File: src/rtl/encout_pkg.sv
// encout_pkg: shared state type, phase decode and default resolution for the ENCOUT generator
package encout_pkg;
  localparam int ENCOUT_PPR_DEF = 4096;
  typedef enum logic {IDLE, RUN} encout_st_e;
  function automatic logic [1:0] ph_to_ab(input logic [1:0] ph);
    return {ph[1] ^ ph[0], ph[1]};
  endfunction
endpackage

File: src/rtl/encout_quad_step.sv
// encout_quad_step: quadrature phase, modulo-PPR position and index mark, advanced one count per step
module encout_quad_step
  import encout_pkg::*;
#(
  parameter int PPR = ENCOUT_PPR_DEF,
  localparam int W_POS = $clog2(PPR)
) (
  input  logic             i_pclk,
  input  logic             i_preset,
  input  logic             step,
  input  logic             dir,
  output logic [W_POS-1:0] o_pos,
  output logic             o_enc_a,
  output logic             o_enc_b,
  output logic             o_enc_z
);
  logic [1:0] ph, ph_nxt;
  logic [W_POS-1:0] pos_nxt;
  // dir high means reverse: phase and position count down, both wrapping naturally
  always_comb begin
    ph_nxt = dir ? ph - 2'd1 : ph + 2'd1;
    pos_nxt = dir ? o_pos - W_POS'(1) : o_pos + W_POS'(1);
  end
  // outputs decoded from the next phase so A/B/Z are registered alongside the count
  always_ff @(posedge i_pclk or posedge i_preset) begin
    if (i_preset) begin
      ph <= '0;
      o_pos <= '0;
      {o_enc_a, o_enc_b} <= 2'b00;
      o_enc_z <= 1'b0;
    end else if (step) begin
      ph <= ph_nxt;
      o_pos <= pos_nxt;
      {o_enc_a, o_enc_b} <= ph_to_ab(ph_nxt);
      o_enc_z <= pos_nxt == '0;
    end
  end
endmodule

File: src/rtl/encout_ab_gen.sv
// encout_ab_gen: accepts signed step commands and paces A/B/Z quadrature output at a set period
module encout_ab_gen
  import encout_pkg::*;
#(
  parameter int W_DELTA = 16,
  parameter int W_DIV = 16,
  parameter int PPR = ENCOUT_PPR_DEF,
  localparam int W_POS = $clog2(PPR)
) (
  input  logic               i_pclk,
  input  logic               i_preset,
  input  logic               i_en,
  input  logic [W_DIV-1:0]   i_div,
  input  logic               i_cmd_valid,
  input  logic [W_DELTA-1:0] i_cmd_delta,
  output logic               o_cmd_ready,
  output logic               o_enc_a,
  output logic               o_enc_b,
  output logic               o_enc_z,
  output logic [W_POS-1:0]   o_pos,
  output logic               o_busy
);
  encout_st_e st;
  logic [W_DIV-1:0] cnt, div_r;
  logic [W_DELTA-1:0] rem;
  logic dir, accept, step;
  assign o_cmd_ready = st == IDLE;
  assign o_busy = st == RUN;
  assign accept = i_cmd_valid & o_cmd_ready;
  assign step = o_busy & i_en & (cnt == div_r - W_DIV'(1));
  // command latch, period counter and remaining-step count; a zero delta is accepted but never enters RUN
  always_ff @(posedge i_pclk or posedge i_preset) begin
    if (i_preset) begin
      st <= IDLE;
      cnt <= '0;
      rem <= '0;
      dir <= 1'b0;
      div_r <= '0;
    end else if (accept) begin
      rem <= i_cmd_delta[W_DELTA-1] ? -i_cmd_delta : i_cmd_delta;
      dir <= i_cmd_delta[W_DELTA-1];
      div_r <= i_div == '0 ? W_DIV'(1) : i_div;
      cnt <= '0;
      st <= i_cmd_delta != '0 ? RUN : IDLE;
    end else if (o_busy & i_en) begin
      cnt <= step ? '0 : cnt + W_DIV'(1);
      rem <= step ? rem - W_DELTA'(1) : rem;
      st <= step && rem == W_DELTA'(1) ? IDLE : RUN;
    end
  end
  encout_quad_step #(.PPR(PPR)) u_step (
    .i_pclk(i_pclk),
    .i_preset(i_preset),
    .step(step),
    .dir(dir),
    .o_pos(o_pos),
    .o_enc_a(o_enc_a),
    .o_enc_b(o_enc_b),
    .o_enc_z(o_enc_z)
  );
endmodule

File: config.mk
export PLATFORM = sky130hd
export DESIGN_NAME = encout_ab_gen
export DESIGN_NICKNAME = d
export VERILOG_FILES = /design/src/rtl/encout_pkg.sv /design/src/rtl/encout_quad_step.sv /design/src/rtl/encout_ab_gen.sv
export SDC_FILE = /design/constraint.sdc
export NUM_CORES = 1
export LEC_CHECK = 0
export ABC_AREA = 1
export BUFFER_PORTS_ARGS = -buffer_cell sky130_fd_sc_hd__buf_2
export CAP_MARGIN = 25
export CORE_AREA = 3 3 112 114
export DETAILED_ROUTE_END_ITERATION = 8
export DIE_AREA = 0 0 115 117
export PLACE_DENSITY = 0.73
export SETUP_SLACK_MARGIN = 0.5
export SLEW_MARGIN = 20
export SYNTH_ARGS = -nofsm -noshare
export SYNTH_HDL_FRONTEND = slang
export SYNTH_SLANG_ARGS = --single-unit
File: constraint.sdc
create_clock -name i_pclk -period 4.18 [get_ports i_pclk]
set_input_delay 0.836 -clock i_pclk [delete_from_list [all_inputs] [get_ports i_pclk]]
set_output_delay 0.836 -clock i_pclk [all_outputs]
set_load 0.005 [all_outputs]
==> results of run 1 <==
-- where the power goes --
part           internal [µW]  total (µW)  switching, µW
clock                    555         827            272
sequential               816        1050            235
combinational            598        1630           1030
-- per-stage QoR --
stage,worst slack (ns),power (µW),util,hold WS (ns)
finish,1.48,3510,0.511,0.473
global route,1.10,3840,0.511,0.498
CTS,1.45,3520,0.511,0.477
detailed placement,1.32,2670,0.482,0.491
global placement,1.41,2660,0.480,0.479
floorplan,1.69,2300,-,0.464
-- layer usage --
layer,up-vias,GRT usage,share of wire
met2,132,0.316,0.45
li1,2630,-,-
met5,-,0,0
met4,0,0.0477,0.0091
met3,8,0.0247,0.050
met1,2176,0.276,0.49
-- cell usage after synthesis, types with 11 or more instances --
| library cell | number |
|---|---|
| a21oi_1 | 12 |
| dfrtp_1 | 66 |
| ha_1 | 16 |
| inv_1 | 89 |
| nand2_1 | 277 |
| nand3_1 | 76 |
| nand4_1 | 15 |
| nor2_1 | 90 |
| nor3_1 | 11 |
| o21ai_0 | 30 |
| xnor2_1 | 14 |
| xor2_1 | 30 |
-- critical path, stage by stage (launching register included) --
cell,delay (ns)
dfrtp_1,0.41
inv_2,0.13
ha_1,0.24
nand2_1,0.12
nor2_2,0.15
nand2_1,0.07
xor2_1,0.24
nand2_1,0.10
nor2_2,0.14
nand3_4,0.41
nand2_4,0.42
nor2_1,0.11
-- final cells by class --
cell class,instances,share of cell area
multi-input combinational,620,0.522
sequential,66,0.281
inverter,93,0.0593
timing repair buffer,56,0.0515
clock buffer,12,0.0436
tap,143,0.0304
clock inverter,4,0.0126
-- how the worst max path moves through the flow --
stage | endpoint | slack [ns] | cells after the start
floorplan | cnt[0] | 1.69 | 1
global placement | cnt[14] | 1.41 | 12
detailed placement | cnt[14] | 1.32 | 12
CTS | cnt[14] | 1.45 | 11
global route | rem[2] | 1.10 | 14
finish | cnt[14] | 1.48 | 11
-- flip-flops by register name, indices dropped and copies added, names as in the netlist --
name and count:
u_step.ph 2, o_busy 1, cnt 16, dir 1, u_step.o_enc_z 1, u_step.o_enc_a 1, rem 16, u_step.o_pos 12
div_r 16
-- cells by family (layout without fill, tap and decap cells) --
logic type      count (synthesis)  after routing  share of synthesized area
simple gates                  494            494                      0.405
buf+inv                       112            165                     0.0876
flops                          66             66                      0.319
compound gates                 64             64                     0.0682
xor+xnor                       45             45                     0.0777
fa+ha+maj                      17             17                     0.0426
==> results.py, run 1 <==
metrics = {
    "synthesis": {
        "synth_seq_cells": 66,
        "ys_seq_area_frac": 0.319,
        "synthArstFlopShare": 1.00,
        "synth_nets": 851,
        "ys.flop_type": "dfrtp_1",
        "syn-instance-count": 798,
        "synth_top_area_share": 0.319,
        "netlist_top_cells_area": "dfrtp_1 (32%), nand2_1 (20%), nand3_1 (7.4%)",
        "synth-edff-count": 0,
        "synth_warnings": 0,
        "netlist_area_mm2": 0.00517,
        "yosysTopAreaCell": "dfrtp_1",
        "syn_area_per_cell_um2": 6.48,
        "ys_types": 42,
    },
    "sta": {
        "tns_ns": 0,
        "hold_viol": 0,
        "drv_slew": 0,
        "fin_worst_skew_ns": 0.00639,
        "setup_viol": 0,
        "min_period_ns": 2.70,
        "slew_headroom": 0.644,
        "timing.final.crit_share": 0.645,
        "max_freq_mhz": 371,
        "rsz0062_at_grt": "no",
        "tightest_slew_ns": 0.534,
    },
    "finish": {
        "final_cell_mix": "nand2_1 (276), nor2_1 (90), inv_1 (88)",
        "drive_above_1_share": 0.105,
        "fill_cells": 1183,
        "register_area_mm2": 0.00165,
        "diodes": 0,
        "fin_area_mm2": 0.00588,
        "area_delta_synth_final_pct": 13.7,
        "multi_input_area_mm2": 0.00307,
        "layout.cells.non_filler": 994,
        "final_common_cell": "nand2_1",
        "nNetsFinal": 899,
    },
    "floorplanning": {
        "chipWidth_um": 115,
        "rows": 39,
        "pin_count": 53,
        "die_h_um": 117,
        "coreArea_mm2": 0.0115,
        "initial_utilization": 0.449,
        "die_area_mm2": 0.0135,
    },
    "cts": {
        "clk_latency_ns": 0.33,
        "cts_tree": "done",
        "numCtsBuffers": 9,
        "clock-root-buffer": "clkbuf_16",
        "cts_sinks": 66,
        "post-cts-setup-buffers": 0,
        "clk_pin_slew_ns": 0.06,
        "ctsResizeCount": 0,
        "clockBufferDepth": 2,
        "holdBufCountCts": 0,
        "h-tree-depth": 3,
    },
    "global_routing": {
        "grt-ovfl-total": 0,
        "grt_pass1_wl_um": 21300,
        "grt_pass1_vias": 4569,
        "grt_usage": 0.194,
        "antenna_found_initial": 0,
        "grt_max_degree": 52,
    },
    "placed_design": {
        "dpl-instance-area_mm2": 0.00555,
        "place_inst": 978,
        "io_buffers": 52,
        "dp_hpwl_um": 9470,
        "gp_congestion": 0.913,
    },
    "pwr": {
        "power.leakage_uw": 0.00317,
        "ir_drop_mv": 0.298,
        "power.density_mw_per_mm2": 597,
    },
    "route": {
        "ant_nets": 0,
        "post-route-drc-count": 0,
        "viasPerCell": 4.98,
        "postRouteWirelength_um": 12200,
        "drtIter0Drc": 313,
        "drt_first_pass_iters": 5,
        "vias": 4946,
        "routedWlPerCell_um": 12.3,
    },
    "setup_path": {
        "r2r_cells": 11,
        "r2r_end": "cnt[14]",
        "crit_path_start_kind": "flop",
        "crit_arrival_ns": 2.90,
        "r2r_start": "div_r[0]",
        "crit_type": "reg -> reg",
        "cp.required_ns": 4.38,
        "critPathLaunch": "div_r[0]",
        "rrSetupSlack_ns": 1.48,
        "cp-end-kind": "flop",
        "crit_fanout": 44,
    },
    "status": {
        "status": "complete, no violations",
    },
    "flow_run": {
        "cap_viol_max_count": 0,
    },
    "min_path": {
        "hold_path_class": "in -> async",
    },
}
Power figures use the tool's default switching activity.
==> run 2, diff against run 1 <==
==> constraint.sdc (replaced) <==
create_clock -name i_pclk -period 2.8 [get_ports i_pclk]
set_input_delay 0.56 -clock i_pclk [delete_from_list [all_inputs] [get_ports i_pclk]]
set_output_delay 0.56 -clock i_pclk [all_outputs]
set_load 0.005 [all_outputs]
==> run 2 against run 1 <==
  * Sequential share of layout area is 0.73 points lower
  * Combinational power is 60% higher
  * Final cell count is 1.2% higher
  * Clock-buffer cell count is 2 lower
  * Sequential power is 50% higher
  * Clock skew is 0.00080 ns lower
  * Highest routed layer unchanged
==> results.py, run 2 (synthesis results as in run 1) <==
metrics = {
    "sta": {
        "timing.final.crit_share": 0.760,
        "drv_slew": 0,
        "setup_slack_ns": 0.671,
        "max_freq_mhz": 470,
        "hold_viol": 0,
        "slew_headroom": 0.576,
        "min_period_ns": 2.13,
        "setup_viol": 0,
        "tightest_slew_ns": 0.636,
        "tns_ns": 0,
        "rsz0062_at_grt": "no",
        "fin_worst_skew_ns": 0.00559,
    },
    "setup_path": {
        "slowest_stage": "dfrtp_1",
        "cp.required_ns": 3.00,
        "worst_path_most_repeated_cell": "nand2_1",
        "cp-end-kind": "flop",
        "crit_chain": "inv_2, ha_4, nand2_1, nor2_2, nand2_1, xor2_2, nand2_1, nor2_4, nand3_2, clkbuf_16, nand2_1, o21ai_1",
        "rrSetupSlack_ns": 0.67,
        "cp_slowest_stage_delay_ns": 0.40,
        "crit_fanout": 8,
        "r2r_start": "div_r[0]",
        "r2r_end": "u_step.o_pos[7]",
        "crit_family": "simple AND/OR/NAND/NOR gates",
        "crit_type": "reg -> reg",
        "crit_arrival_ns": 2.33,
        "r2r_cells": 12,
        "critical_path_buf_inv_count": 2,
        "crit_path_start_kind": "flop",
    },
    "global_routing": {
        "grt_pass1_wl_um": 21900,
        "grt_usage": 0.200,
        "antenna_found_initial": 0,
        "grt-ovfl-total": 0,
        "grt_max_degree": 43,
        "grt_pass1_vias": 4676,
    },
    "finish": {
        "fill_cells": 1125,
        "layout.cells.non_filler": 1006,
        "area_delta_synth_final_pct": 16.9,
        "final_util": 0.525,
        "drive_above_1_share": 0.126,
        "register_area_mm2": 0.00165,
        "multi_input_area_mm2": 0.00314,
        "nNetsFinal": 911,
        "top_regs": "cnt x16, div_r x16, rem x16",
        "diodes": 0,
        "final_common_cell": "nand2_1",
        "final_cell_mix": "nand2_1 (275), nor2_1 (88), inv_1 (87)",
    },
    "pwr": {
        "power.density_mw_per_mm2": 877,
        "power_frac_clock": 0.212,
        "netSwitchingPower_uw": 2380,
        "power_uw": 5300,
        "p_comb_frac": 0.491,
        "seq_power_share": 0.296,
        "swShare": 0.449,
        "intPower_uw": 2920,
        "ir_drop_mv": 0.557,
        "power.leakage_uw": 0.00323,
    },
    "floorplanning": {
        "coreArea_mm2": 0.0115,
        "pin_count": 53,
        "die_area_mm2": 0.0135,
        "chipWidth_um": 115,
        "initial_utilization": 0.449,
        "rows": 39,
        "die_h_um": 117,
    },
    "cts": {
        "clock-root-buffer": "clkbuf_16",
        "numCtsBuffers": 9,
        "clk_pin_slew_ns": 0.06,
        "cts_tree": "done",
        "h-tree-depth": 3,
        "holdBufCountCts": 0,
        "cts_sinks": 66,
        "clk_latency_ns": 0.32,
        "clockBufferDepth": 2,
    },
    "placed_design": {
        "dp_hpwl_um": 9560,
        "pre_cts_slack_ns": 0.412,
        "io_buffers": 52,
        "place_inst": 980,
        "gp_congestion": 0.883,
    },
    "min_path": {
        "hold_path_class": "in -> async",
    },
    "route": {
        "routedWlPerCell_um": 12.6,
        "viasPerCell": 5.05,
        "postRouteWirelength_um": 12700,
        "drtIter0Drc": 345,
        "vias": 5083,
        "post-route-drc-count": 0,
        "ant_nets": 0,
        "drt_first_pass_iters": 5,
    },
    "status": {
        "status": "complete, no violations",
    },
    "flow_run": {
        "cap_viol_max_count": 0,
    },
}
-- run 2: cell types whose count changed in the layout (fill, tap and decap cells not counted), sizes merged --
cell,delta
clkinvlp,+1
bufinv,-1
clkinv,+1
clkbuf,-1
buf,+9
nand3,+2
inv,+1
-- run 2: layer usage --
| metal | track usage | share of wire | vias up |
|---|---|---|---|
| met5 | 0 | 0 | - |
| met2 | 0.314 | 0.45 | 120 |
| met1 | 0.290 | 0.50 | 2292 |
| met3 | 0.0211 | 0.040 | 15 |
| li1 | - | - | 2656 |
| met4 | 0.0634 | 0.017 | 0 |
-- run 2: layout make-up --
cell class                      count  share of cell area
Clock buffer                       10              0.0395
Inverter                           93              0.0578
Tap cell                          143              0.0296
Sequential cell                    66               0.273
Multi-Input combinational cell    622               0.519
Timing Repair Buffer               66              0.0700
Clock inverter                      6              0.0108
-- run 2: worst max-delay path by stage --
stage	depth (start not counted)	end	startpoint
2_1_floorplan	1	cnt[0]	i_preset
3_3_place_gp	12	rem[9]	div_r[0]
3_5_place_dp	12	rem[9]	div_r[0]
4_1_cts	12	rem[0]	div_r[0]
5_1_grt	11	u_step.ph[0]	div_r[0]
6_report	12	u_step.o_pos[7]	div_r[0]
-- run 2: power groups by stage --
stage / combinational (µW) / clock, µW / sequential, µW
after global routing: 2990 / 1190 / 1620
after floorplan: 1940 / 0 / 1480
after global placement: 2390 / 0 / 1570
final: 2600 / 1130 / 1570
after detailed placement: 2420 / 0 / 1580
after CTS: 2480 / 1150 / 1570
-- run 2: timing repair --
action / CTS / global route
pin swaps: 1 / 2
buffers inserted: 1 / 6
setup endpoints to repair: 41 / 46
resized for setup: 5 / 10
cloned: 1 / 2
-- run 2: per-stage QoR --
| stage | hold WS [ns] | cell area (µm²) |
|---|---|---|
| 6_report | 0.316 | 6040 |
| 5_1_grt | 0.373 | 6040 |
| 4_1_cts | 0.337 | 5920 |
| 3_5_place_dp | 0.496 | 5570 |
| 3_3_place_gp | 0.479 | 5570 |
| 2_1_floorplan | 0.464 | 5170 |
==> run 3, diff against run 2 <==
--- a/config.mk
+++ b/config.mk
@@ -5,13 +5,13 @@
 export SDC_FILE = /design/constraint.sdc
 export NUM_CORES = 1
 export LEC_CHECK = 0
-export ABC_AREA = 1
+export ABC_AREA = 0
 export BUFFER_PORTS_ARGS = -buffer_cell sky130_fd_sc_hd__buf_2
 export CAP_MARGIN = 25
-export CORE_AREA = 3 3 112 114
+export CORE_AREA = 3 3 104 106
 export DETAILED_ROUTE_END_ITERATION = 8
-export DIE_AREA = 0 0 115 117
-export PLACE_DENSITY = 0.73
+export DIE_AREA = 0 0 107 109
+export PLACE_DENSITY = 0.77
 export SETUP_SLACK_MARGIN = 0.5
 export SLEW_MARGIN = 20
 export SYNTH_ARGS = -nofsm -noshare
==> constraint.sdc (replaced) <==
create_clock -name i_pclk -period 1.9 [get_ports i_pclk]
set_input_delay 0.38 -clock i_pclk [delete_from_list [all_inputs] [get_ports i_pclk]]
set_output_delay 0.38 -clock i_pclk [all_outputs]
set_load 0.005 [all_outputs]
==> run 3 against run 2 <==
  * The flow now finishes with violations (negative setup slack)
  * Clock-buffer cell count up 1
  * Clock skew up 0.0032 ns
  * Worst setup slack worse by 2.1 ns
  * Sequential share of layout area down 0.29 points
  * Clock power down 12%
  * Critical path type unchanged
  * Largest power group is now registers
==> results.py, run 3 <==
metrics = {
    "synthesis": {
        "netlist_top_cells_count": "nand2_1 (101), dfrtp_1 (66), nor2_1 (47)",
        "syn-instance-count": 523,
        "synth_seq_cells": 66,
        "netlist_area_mm2": 0.00445,
        "synthArstFlopShare": 1.00,
        "synth_most_common_cell": "nand2_1",
        "yosysTopAreaCell": "dfrtp_1",
        "synth_top_area_share": 0.371,
        "synth-edff-count": 0,
        "synth_nets": 576,
        "ys.flop_type": "dfrtp_1",
        "netlist_top_cells_area": "dfrtp_1 (37%), nand2_1 (8.5%), xnor2_1 (7.9%)",
        "ys_types": 54,
        "ys_seq_area_frac": 0.371,
        "syn_area_per_cell_um2": 8.51,
        "synth_warnings": 0,
    },
    "setup_path": {
        "cp_slowest_stage_delay_ns": 0.54,
        "crit_type": "reg -> reg",
        "slowest_stage": "or4b_4",
        "cp-end-kind": "flop",
        "critical_path_buf_inv_count": 2,
        "crit_chain": "inv_2, ha_4, or4b_4, or4b_4, a2111oi_4, a311o_2, nand4_1, buf_4, or3b_4, o211a_1, a211o_1",
        "crit_fanout": 4,
        "cp.depth": 11,
        "crit_arrival_ns": 3.60,
        "cp.required_ns": 2.13,
        "crit_path_start_kind": "flop",
        "crit_family": "simple AND/OR/NAND/NOR gates",
        "r2r_cells": 11,
        "worst_path_most_repeated_cell": "or4b_4",
    },
    "sta": {
        "max_freq_mhz": 297,
        "setup_viol": 49,
        "fin_worst_skew_ns": 0.00878,
        "drv_slew": 0,
        "slew_headroom": 0.706,
        "min_period_ns": 3.37,
        "hold_viol": 0,
        "tightest_slew_ns": 0.437,
        "tns_ns": -66.92,
        "rsz0062_at_grt": "yes",
        "setup_slack_ns": -1.47,
        "timing.final.crit_share": 1.77,
    },
    "finish": {
        "diodes": 0,
        "final_cell_mix": "buf_4 (112), nand2_1 (99), dfrtp_1 (66)",
        "nNetsFinal": 742,
        "top_regs": "cnt x16, div_r x16, rem x16",
        "area_delta_synth_final_pct": 37.2,
        "final_common_cell": "buf_4",
        "drive_above_1_share": 0.319,
    },
    "floorplanning": {
        "pin_count": 53,
        "initial_utilization": 0.451,
        "die_area_mm2": 0.0117,
        "chipWidth_um": 107,
        "rows": 36,
        "die_h_um": 109,
        "coreArea_mm2": 0.00986,
    },
    "route": {
        "ant_nets": 0,
        "postRouteWirelength_um": 12500,
        "post-route-drc-count": 0,
        "routedWlPerCell_um": 15.2,
        "drt_first_pass_iters": 5,
        "viasPerCell": 5.57,
        "drtIter0Drc": 270,
        "vias": 4582,
    },
    "cts": {
        "holdBufCountCts": 0,
        "clock-root-buffer": "clkbuf_8",
        "clk_latency_ns": 0.35,
        "clk_pin_slew_ns": 0.07,
        "cts_sinks": 66,
        "clockBufferDepth": 2,
        "h-tree-depth": 3,
        "cts_tree": "done",
        "numCtsBuffers": 9,
    },
    "placed_design": {
        "dp_hpwl_um": 8830,
        "io_buffers": 52,
        "pre_cts_slack_ns": -1.50,
        "gp_congestion": 0.888,
    },
    "pwr": {
        "power.leakage_uw": 0.00286,
        "power.density_mw_per_mm2": 576,
        "power_uw": 3510,
        "ir_drop_mv": 0.333,
    },
    "status": {
        "violations": "negative setup slack",
        "status": "finished, violations left",
    },
    "global_routing": {
        "grt_max_degree": 67,
        "grt_usage": 0.216,
        "grt_pass1_vias": 4464,
        "grt_pass1_wl_um": 20300,
        "grt-ovfl-total": 0,
        "antenna_found_initial": 0,
    },
    "min_path": {
        "hold_path_class": "in -> async",
    },
    "flow_run": {
        "cap_viol_max_count": 0,
    },
}
## run 3: timing repair
item                                    in CTS  in global routing
endpoints found under the setup margin      53                 60
gates cloned                                 0                  3
gates resized for setup                     22                  8
setup buffers                                3                  5
pin swaps                                    6                 11
## run 3: final timing paths
check | from | endpoint | slack (ns)
setup / recovery | div_r[1] | rem[5] | -1.47
min in group i_pclk | i_div[3] | div_r[3] | 0.24
hold reg to reg | u_step.o_enc_z | u_step.o_enc_z | 0.50
setup reg to reg | div_r[1] | rem[5] | -1.47
max in group asynchronous | i_preset | rem[5] | 1.47
hold / removal | i_preset | u_step.ph[1] | 0.13
## run 3: cell type report
class                      instances  area, µm²
fill                             789       3760
multi-input combinational        423       2810
inverter                          15       62.6
tap                              133        166
clock buffer                      11        141
clock inverter                     1       5.00
sequential                        66       1650
timing repair buffer             174       1270
## run 3: kinds of logic (layout without fill, tap and decap cells)
kind of cell,count (synthesis),in the layout,synth area share
muxes,6,6,0.0135
buffers and inverters,36,201,0.0309
adders and majority gates,17,17,0.0495
DFF,66,66,0.371
xor gates and xnor gates,64,64,0.126
and+or+nand+nor,251,253,0.273
AOI/OAI and AO/OA,83,83,0.136
## run 3: layer usage
metal | track usage | vias up | share of wire
met1 | 0.283 | 2217 | 0.45
met4 | 0.0904 | 0 | 0.022
met2 | 0.362 | 147 | 0.48
met3 | 0.0296 | 24 | 0.047
met5 | 0 | - | 0
li1 | - | 2194 | -
## run 3: worst min-delay path, stage by stage
cell and delay (ns):
buf_2 0.11, clkinvlp_4 0.08, buf_12 0.32
## run 3: where the power goes
part	internal (µW)	leakage, µW	switching (µW)	total, µW
logic	484	0.00195	426	911
clock network	478	0.0000770	517	996
registers	1500	0.000830	108	1610
total	2460	0.00286	1050	3510
## run 3: through the flow
stage               area [µm²]   util  instances  hold WS (ns)
finish                    6100  0.619        823         0.134
global route              6100  0.619        823         0.164
CTS                       5980  0.606        815         0.133
detailed placement        5720  0.580        800         0.480
global placement          5720  0.580        800         0.466
floorplan                 4570      -        523         0.464
